$ cat src/rtl/instr_fetch_unit_if.sv
// instr_fetch_unit_if
//   Groups the instruction-memory request/ack bus, the downstream
//   instruction valid/ready bus, the retire-time redirect and the halt flag
//   of the instruction fetch unit.
//
//   master : the fetch unit (drives imem_req/imem_addr, instr_valid, instr,
//            opcode, pc_out, halted; receives imem_ack/imem_rdata,
//            instr_ready, redirect_valid/redirect_pc)
//   slave  : memory + decoder/execute side (the reverse directions)
//
// Parameter ADDR_W must match the ADDR_W of the connected fetch unit.

`default_nettype none

interface instr_fetch_unit_if #(
  parameter int unsigned ADDR_W = 32
);
  // instruction memory side
  logic              imem_req;
  logic [ADDR_W-1:0] imem_addr;
  logic              imem_ack;
  logic [31:0]       imem_rdata;

  // downstream instruction stream
  logic              instr_valid;
  logic              instr_ready;
  logic [31:0]       instr;
  logic [5:0]        opcode;
  logic [ADDR_W-1:0] pc_out;

  // retire-time branch redirect
  logic              redirect_valid;
  logic [ADDR_W-1:0] redirect_pc;

  // status
  logic              halted;

  modport master (
    output imem_req,
    output imem_addr,
    input  imem_ack,
    input  imem_rdata,
    output instr_valid,
    input  instr_ready,
    output instr,
    output opcode,
    output pc_out,
    input  redirect_valid,
    input  redirect_pc,
    output halted
  );

  modport slave (
    input  imem_req,
    input  imem_addr,
    output imem_ack,
    output imem_rdata,
    input  instr_valid,
    output instr_ready,
    input  instr,
    input  opcode,
    input  pc_out,
    output redirect_valid,
    output redirect_pc,
    input  halted
  );
endinterface

`default_nettype wire

$ cat src/rtl/instr_fetch_unit.sv
// instr_fetch_unit
//   Front end producing the instruction / 6-bit opcode stream for the
//   opcode decoder. Owns the program counter, fetches 32-bit words over a
//   req/ack handshake (at most one outstanding request), presents each word
//   downstream over valid/ready, applies the branch redirect sampled on the
//   retire edge, and stops for good on the halt opcode until reset.
//   Fetch and issue never overlap: at best one instruction every 2 cycles.
//
// Ports
//   clk           clock, all state changes on the rising edge
//   rst           synchronous active-high reset
//   bus (master)  instr_fetch_unit_if: imem_req/imem_addr/imem_ack/
//                 imem_rdata, instr_valid/instr_ready/instr/opcode/pc_out,
//                 redirect_valid/redirect_pc, halted
//   retire_count  (FETCH_PERF_CNT_EN only) retired instructions, saturating
//   wait_count    (FETCH_PERF_CNT_EN only) cycles with req=1 and ack=0,
//                 saturating
//
// Build option
//   `define FETCH_PERF_CNT_EN to add the two performance counters.

`default_nettype none

module instr_fetch_unit #(
  parameter int unsigned       ADDR_W      = 32,
  parameter logic [ADDR_W-1:0] RESET_PC    = '0,
  parameter logic [5:0]        HALT_OPCODE = 6'b111111
) (
  input  logic                  clk,
  input  logic                  rst,
  instr_fetch_unit_if.master    bus
`ifdef FETCH_PERF_CNT_EN
  ,
  output logic [31:0]           retire_count,
  output logic [31:0]           wait_count
`endif
);

  localparam logic [1:0] FETCH  = 2'd0;
  localparam logic [1:0] ISSUE  = 2'd1;
  localparam logic [1:0] HALTED = 2'd2;

  logic [1:0]        state;
  logic [ADDR_W-1:0] pc;
  logic              req_q;
  logic              valid_q;
  logic [31:0]       instr_q;
  logic [ADDR_W-1:0] pc_out_q;
  logic              halted_q;

  logic              fetch_done;
  logic              retire;
  logic              is_halt;
  logic [ADDR_W-1:0] redirect_target;
  logic              unused_redirect_lsbs;

  // An ack only counts while a request is actually out; stray acks after
  // reset or in ISSUE/HALTED fall through.
  assign fetch_done = req_q && bus.imem_ack;
  assign retire     = valid_q && bus.instr_ready;
  assign is_halt    = (instr_q[31:26] == HALT_OPCODE);

  // Branch targets are forced word aligned.
  assign redirect_target      = {bus.redirect_pc[ADDR_W-1:2], 2'b00};
  assign unused_redirect_lsbs = ^bus.redirect_pc[1:0];

  always_ff @(posedge clk) begin
    if (rst) begin
      state    <= FETCH;
      pc       <= RESET_PC;
      req_q    <= 1'b0;
      valid_q  <= 1'b0;
      instr_q  <= '0;
      pc_out_q <= '0;
      halted_q <= 1'b0;
    end else begin
      case (state)
        FETCH: begin
          if (fetch_done) begin
            instr_q  <= bus.imem_rdata;
            pc_out_q <= pc;
            req_q    <= 1'b0;
            valid_q  <= 1'b1;
            state    <= ISSUE;
          end else begin
            // Request is raised the cycle after reset release and held,
            // address stable, until the memory acks.
            req_q <= 1'b1;
          end
        end

        ISSUE: begin
          if (retire) begin
            valid_q <= 1'b0;
            if (is_halt) begin
              halted_q <= 1'b1;
              state    <= HALTED;
            end else begin
              if (bus.redirect_valid) begin
                pc <= redirect_target;
              end else begin
                pc <= pc + ADDR_W'(4);
              end
              // Next fetch goes out straight away, no idle cycle.
              req_q <= 1'b1;
              state <= FETCH;
            end
          end
        end

        HALTED: begin
          req_q    <= 1'b0;
          valid_q  <= 1'b0;
          halted_q <= 1'b1;
        end

        default: begin
          req_q   <= 1'b0;
          valid_q <= 1'b0;
          state   <= FETCH;
        end
      endcase
    end
  end

  assign bus.imem_req    = req_q;
  assign bus.imem_addr   = pc;
  assign bus.instr_valid = valid_q;
  assign bus.instr       = instr_q;
  assign bus.opcode      = instr_q[31:26];
  assign bus.pc_out      = pc_out_q;
  assign bus.halted      = halted_q;

`ifdef FETCH_PERF_CNT_EN
  always_ff @(posedge clk) begin
    if (rst) begin
      retire_count <= '0;
      wait_count   <= '0;
    end else begin
      // The halt instruction's retire is counted too.
      if (retire && (retire_count != '1)) begin
        retire_count <= retire_count + 32'd1;
      end
      if (req_q && !bus.imem_ack && (wait_count != '1)) begin
        wait_count <= wait_count + 32'd1;
      end
    end
  end
`endif

endmodule

`default_nettype wire

$ cat src/flat_wrapper.sv
// flat-port wrapper written by rule: the top's interface ports become plain ports
module instr_fetch_unit_flat 
#(
  parameter int unsigned       ADDR_W      = 32,
  parameter logic [ADDR_W-1:0] RESET_PC    = '0,
  parameter logic [5:0]        HALT_OPCODE = 6'b111111
)
  (clk, rst, bus_imem_req, bus_imem_addr, bus_imem_ack, bus_imem_rdata, bus_instr_valid, bus_instr_ready, bus_instr, bus_opcode, bus_pc_out, bus_redirect_valid, bus_redirect_pc, bus_halted);
  instr_fetch_unit_if #(.ADDR_W(ADDR_W)) bus_i ();
  input  logic clk;
  input  logic rst;
  output wire logic [$bits(bus_i.imem_req)-1:0] bus_imem_req;
  output wire logic [$bits(bus_i.imem_addr)-1:0] bus_imem_addr;
  input wire logic [$bits(bus_i.imem_ack)-1:0] bus_imem_ack;
  input wire logic [$bits(bus_i.imem_rdata)-1:0] bus_imem_rdata;
  output wire logic [$bits(bus_i.instr_valid)-1:0] bus_instr_valid;
  input wire logic [$bits(bus_i.instr_ready)-1:0] bus_instr_ready;
  output wire logic [$bits(bus_i.instr)-1:0] bus_instr;
  output wire logic [$bits(bus_i.opcode)-1:0] bus_opcode;
  output wire logic [$bits(bus_i.pc_out)-1:0] bus_pc_out;
  input wire logic [$bits(bus_i.redirect_valid)-1:0] bus_redirect_valid;
  input wire logic [$bits(bus_i.redirect_pc)-1:0] bus_redirect_pc;
  output wire logic [$bits(bus_i.halted)-1:0] bus_halted;
  assign bus_imem_req = bus_i.imem_req;
  assign bus_imem_addr = bus_i.imem_addr;
  assign bus_i.imem_ack = bus_imem_ack;
  assign bus_i.imem_rdata = bus_imem_rdata;
  assign bus_instr_valid = bus_i.instr_valid;
  assign bus_i.instr_ready = bus_instr_ready;
  assign bus_instr = bus_i.instr;
  assign bus_opcode = bus_i.opcode;
  assign bus_pc_out = bus_i.pc_out;
  assign bus_i.redirect_valid = bus_redirect_valid;
  assign bus_i.redirect_pc = bus_redirect_pc;
  assign bus_halted = bus_i.halted;
  instr_fetch_unit #(.ADDR_W(ADDR_W), .RESET_PC(RESET_PC), .HALT_OPCODE(HALT_OPCODE)) u_core (.clk(clk), .rst(rst), .bus(bus_i));
endmodule
$ cat config.mk
export PLATFORM = sky130hd
export DESIGN_NAME = instr_fetch_unit_flat
export DESIGN_NICKNAME = d
export VERILOG_FILES = /design/src/rtl/instr_fetch_unit_if.sv /design/src/rtl/instr_fetch_unit.sv /design/src/flat_wrapper.sv
export SDC_FILE = /design/constraint.sdc
export NUM_CORES = 1
export LEC_CHECK = 0
export ABC_AREA = 1
export CAP_MARGIN = 20
export CORE_MARGIN = 5
export CORE_UTILIZATION = 45
export CTS_CLUSTER_DIAMETER = 40
export DETAILED_ROUTE_END_ITERATION = 16
export PLACE_DENSITY = 0.81
export SLEW_MARGIN = 40
export SYNTH_ARGS = -nofsm -noshare
export SYNTH_HDL_FRONTEND = slang
export SYNTH_SLANG_ARGS = --single-unit
export TNS_END_PERCENT = 1
$ cat constraint.sdc
create_clock -name clk -period 3 [get_ports clk]
set_clock_uncertainty 0.15 [all_clocks]
set_input_delay 0.3 -clock clk [delete_from_list [all_inputs] [get_ports clk]]
set_output_delay 0.3 -clock clk [all_outputs]
set_load 0.05 [all_outputs]
* Word level (Yosys, flattened, before mapping) *
Index checks and enable logic that the tools add are counted.

cells by class
  add/subtract/negate cells = 1
  equality and inequality tests = 7
  mux-type cells = 15
  bitwise logic cells = 2
  reduce and logical (&&, ||, !) cells = 10

operator list
  operator                                                                 number
  32-bit by 3-bit adder with 32-bit output, second input constant          1
  32-bit 2-to-1 mux                                                        1
  3-bit AND reduction                                                      3
  1-bit 2-to-1 mux                                                         7
  6-bit == test, second input constant                                     1
  2-bit 2-to-1 mux                                                         3
  2-bit by 1-bit inequality test with 1-bit output, second input constant  3
  1-bit one-hot mux with 2 select lines                                    3
  2-bit one-hot mux with 3 select lines                                    1
  2-bit AND reduction                                                      3
  2-bit by 1-bit == test with 1-bit output, second input constant          1
  2-bit == test, second input constant                                     1
  1-bit logical AND                                                        2
  2-bit zero test                                                          1
  2-bit inequality test, second input constant                             1
  1-bit inverter                                                           2
  2-bit nonzero test                                                       1

storage, ports and cells
  register bits = 101
  bits of input ports = 69
  logic and storage cells = 42

* Depth between registers and ports, before layout *
  depth in word-level cells = 4
  mapped depth = 10
  gate-level depth less buffers = 10

* Worst setup path after synthesis *
Ideal clock, no wire load.

  path type = reg2reg
  from = reg u_core.pc[3] (netlist: u_core.bus.imem_addr[3])
  to = reg u_core.pc[24] (netlist: u_core.bus.imem_addr[24])
  setup time = 132 ps
  data arrival time = 1735 ps
  data required time = 2718 ps
  path slack = 983 ps
  stages on the path, launching flop included = 11
  buffers on the path = 0
  period minus slack after synthesis = 2017 ps
  cell sequence = dfxtp_1 -> ha_1 -> nand2_1 -> nor2_4 -> nand2_2 -> nor2_2 -> nand2_1 -> nand2_1 -> nand3_1 -> nand2_1 -> a21oi_1

between the ends
  longest elaborated chain between the ends = 2

RTL lines
  what                                      RTL line                 RTL
  start, declared                           instr_fetch_unit.sv:44   logic [ADDR_W-1:0] pc;
  start signal, assigned                    instr_fetch_unit.sv:100  pc <= redirect_target;
  start signal, assigned                    instr_fetch_unit.sv:102  pc <= pc + ADDR_W'(4);
  32-bit by 3-bit adder with 32-bit output  instr_fetch_unit.sv:102
  32-bit 2-to-1 mux                         instr_fetch_unit.sv:99   if (bus.redirect_valid) begin

No other way between the ends.
A chain may end at the register's enable or synchronous reset.

* Worst setup path after layout *
  from = reg u_core.pc[17] (netlist: u_core.bus.imem_addr[17])
  to = out bus_imem_addr[17]

RTL lines
  what           RTL line            RTL
  end, declared  flat_wrapper.sv:13  output wire logic [$bits(bus_i.imem_addr)-1:0] bus_imem_addr;

No word-level cell between the ends.

==> results.ini <==
[layout]
drive_above_1_share = 0.0549
fin_cells = 992
fin_area_um2 = 6620
fill_cells = 909
area_growth_pct = 41.2
antenna_cells = 0
nets = 924

[sta]
maxSlewHeadroom = 0.609
period_minus_slack_ns = 2.17
setup_tns_ns = 0
finalSetupViolations = 0
whs_ns = 0.361
fmax_ghz = 0.460
hold_viol_final = 0
drv_slew = 0
period_share = 0.724
worstMarginPinSlew_ns = 0.585
rsz0062_at_grt = no

[worst_setup_path]
cp_slowest_cell = clkdlybuf4s50_1
cp.arrival_ns = 1.72
worst_setup_path_end_kind = output port
critPathMaxFanout = 7
worstSetupPathType = reg2out
r2r_slack_ns = 0.96
critical_path_buf_inv_count = 1
critPathTopFamily = buffers and inverters
startpoint_type = register
crit_path_max_incr_delay_ns = 0.86
crit_chain = clkdlybuf4s50_1
crit_required_ns = 2.55

[cts]
clock_latency_ns = 0.36
path_clk_slew_ns = 0.10
cts_root_buf = clkbuf_8
h-tree-depth = 3
tritoncts = yes
cts_setup_buffers = 0
post_cts_resized = 0
cts.sinks = 97
cts_hold_buf = 0
numCtsBuffers = 9
clockBufferDepth = 2

[global_routing]
gr-usage-all-layers = 0.229
gr-total-overflow = 0
grt_max_degree = 47
grt_pass1_wl_mm = 23.9
antenna_found_initial = 0
grt_pass1_vias = 4985

[synthesis]
dominantRegCellSynth = dfxtp_1
synth_area_leaders = dfxtp_1 41%, nor2_1 13%, nand2_1 11%
avgSynthCellArea_um2 = 6.65
synth_cell_types = 33
netlist_instances = 705
syn-cell-area_um2 = 4690
synth-edff-count = 0
synth_top_area_frac = 0.414
yosysSeqAreaShare = 0.414
postSynthRegisterBits = 97
synth.most_common_cell = nor2_1
yosys_warnings = 0
synth_area_leader_cell = dfxtp_1
synthArstFlopShare = 0
synthTopCellsByCount = 163 x nor2_1, 141 x nand2_1, 97 x dfxtp_1

[die]
fp-row-count = 37
start_util = 0.458
die_y_um = 112
die-area_um2 = 12600
io_pins = 174
coreArea_um2 = 10200
die_x_um = 112

[placement]
hpwlAfterDp_mm = 10.5
portBuffers = 167
placed_cell_area_um2 = 6410
dp.cells = 976
globalplace.congestion = 0.927

[detailed_routing]
drtAntennaViolNets = 0
drc = 0
post_drt_wl_per_cell_um = 14.7
via_count = 5099
firstDrtPassIters = 5
avgViaCountPerCell = 5.14
drt-initial-drc-count = 500
wl_mm = 14.6

[power]
p_per_area_nw_per_um2 = 642
ir_drop_v = 0.000426
leakage_nw = 2.43
finalPower_mw = 4.25

[min_path]
hold_class = reg2reg

[outcome]
status = complete, no violations

[flow_run]
maxCapViolCount = 0

[worst min-delay path, cell delays in order (launching register included)]
cell     delay [ns]
dfxtp_1        0.35
nand2_1        0.07
a21oi_1        0.05
[metal layers]
layer  up-vias  GRT usage  share of wire
met4         0     0.0729          0.020
met1      2321      0.292           0.45
met3        26     0.0733          0.089
met2       209      0.369           0.44
li1       2543          -              -
met5         -          0              0
[kinds of logic (layout without fill, tap and decap cells)]
kind of cell,count (synthesis),count (layout),share of synthesized area
other,1,4,0.000800
buffers and inverters,86,234,0.0809
DFF,97,97,0.414
adders and majority gates,4,4,0.0107
and+or+nand+nor,363,363,0.324
AOI/OAI and AO/OA,154,154,0.169
[registers in the layout (all words and copies together), names as in the netlist]
signal	count
u_core.bus.pc_out	30
u_core.bus.imem_addr	30
u_core.bus.imem_req	1
u_core.state	2
u_core.bus.halted	1
u_core.bus.instr_valid	1
u_core.bus.instr	32
[path summary, 6_finish.rpt]
path,startpoint,to,cells after the start
max,u_core.bus.imem_addr[17]$_SDFFE_PP0P_,bus_imem_addr[17],1
max reg2reg,u_core.state[0]$_SDFFE_PP0P_,u_core.bus.pc_out[11]$_SDFFE_PP0P_,9
min,u_core.bus.instr_valid$_SDFFE_PP0P_,u_core.bus.instr_valid$_SDFFE_PP0P_,2
min reg2reg,u_core.bus.instr_valid$_SDFFE_PP0P_,u_core.bus.instr_valid$_SDFFE_PP0P_,2
[through the flow]
stage / util / setup WS, ns
4_1_cts: 0.647 / 0.815
2_1_floorplan: - / 0.983
3_5_place_dp: 0.626 / 0.892
3_3_place_gp: 0.626 / 0.937
5_1_grt: 0.647 / 0.745
6_report: 0.647 / 0.828
[layout make-up]
class	instances	area (µm²)	area share
Multi-Input combinational cell	525	2380	0.360
Clock inverter	1	5.00	0.000756
Tap cell	136	170	0.0257
Inverter	41	154	0.0232
Timing Repair Buffer	177	1760	0.266
Sequential cell	97	1940	0.293
Clock buffer	15	206	0.0312
[placed cells by master (no fill, tap or decap), types with 5 or more instances in the layout]
cell type / count
o21ai_0: 85
nand3_1: 29
clkbuf_8: 15
inv_1: 37
buf_4: 9
nand4_1: 5
dfxtp_1: 97
nand2_2: 6
o21ai_1: 5
nor2_1: 163
nand2_1: 141
a21oi_1: 54
clkdlybuf4s50_1: 167
[report_power, final]
| group | switching, mW | internal (mW) | total (mW) | leakage [nW] |
|---|---|---|---|---|
| Sequential | 0.115 | 1.49 | 1.60 | 0.790 |
| Combinational | 1.19 | 0.569 | 1.76 | 1.53 |
| Clock | 0.455 | 0.438 | 0.893 | 0.112 |
(Power assumes the default switching activity.)
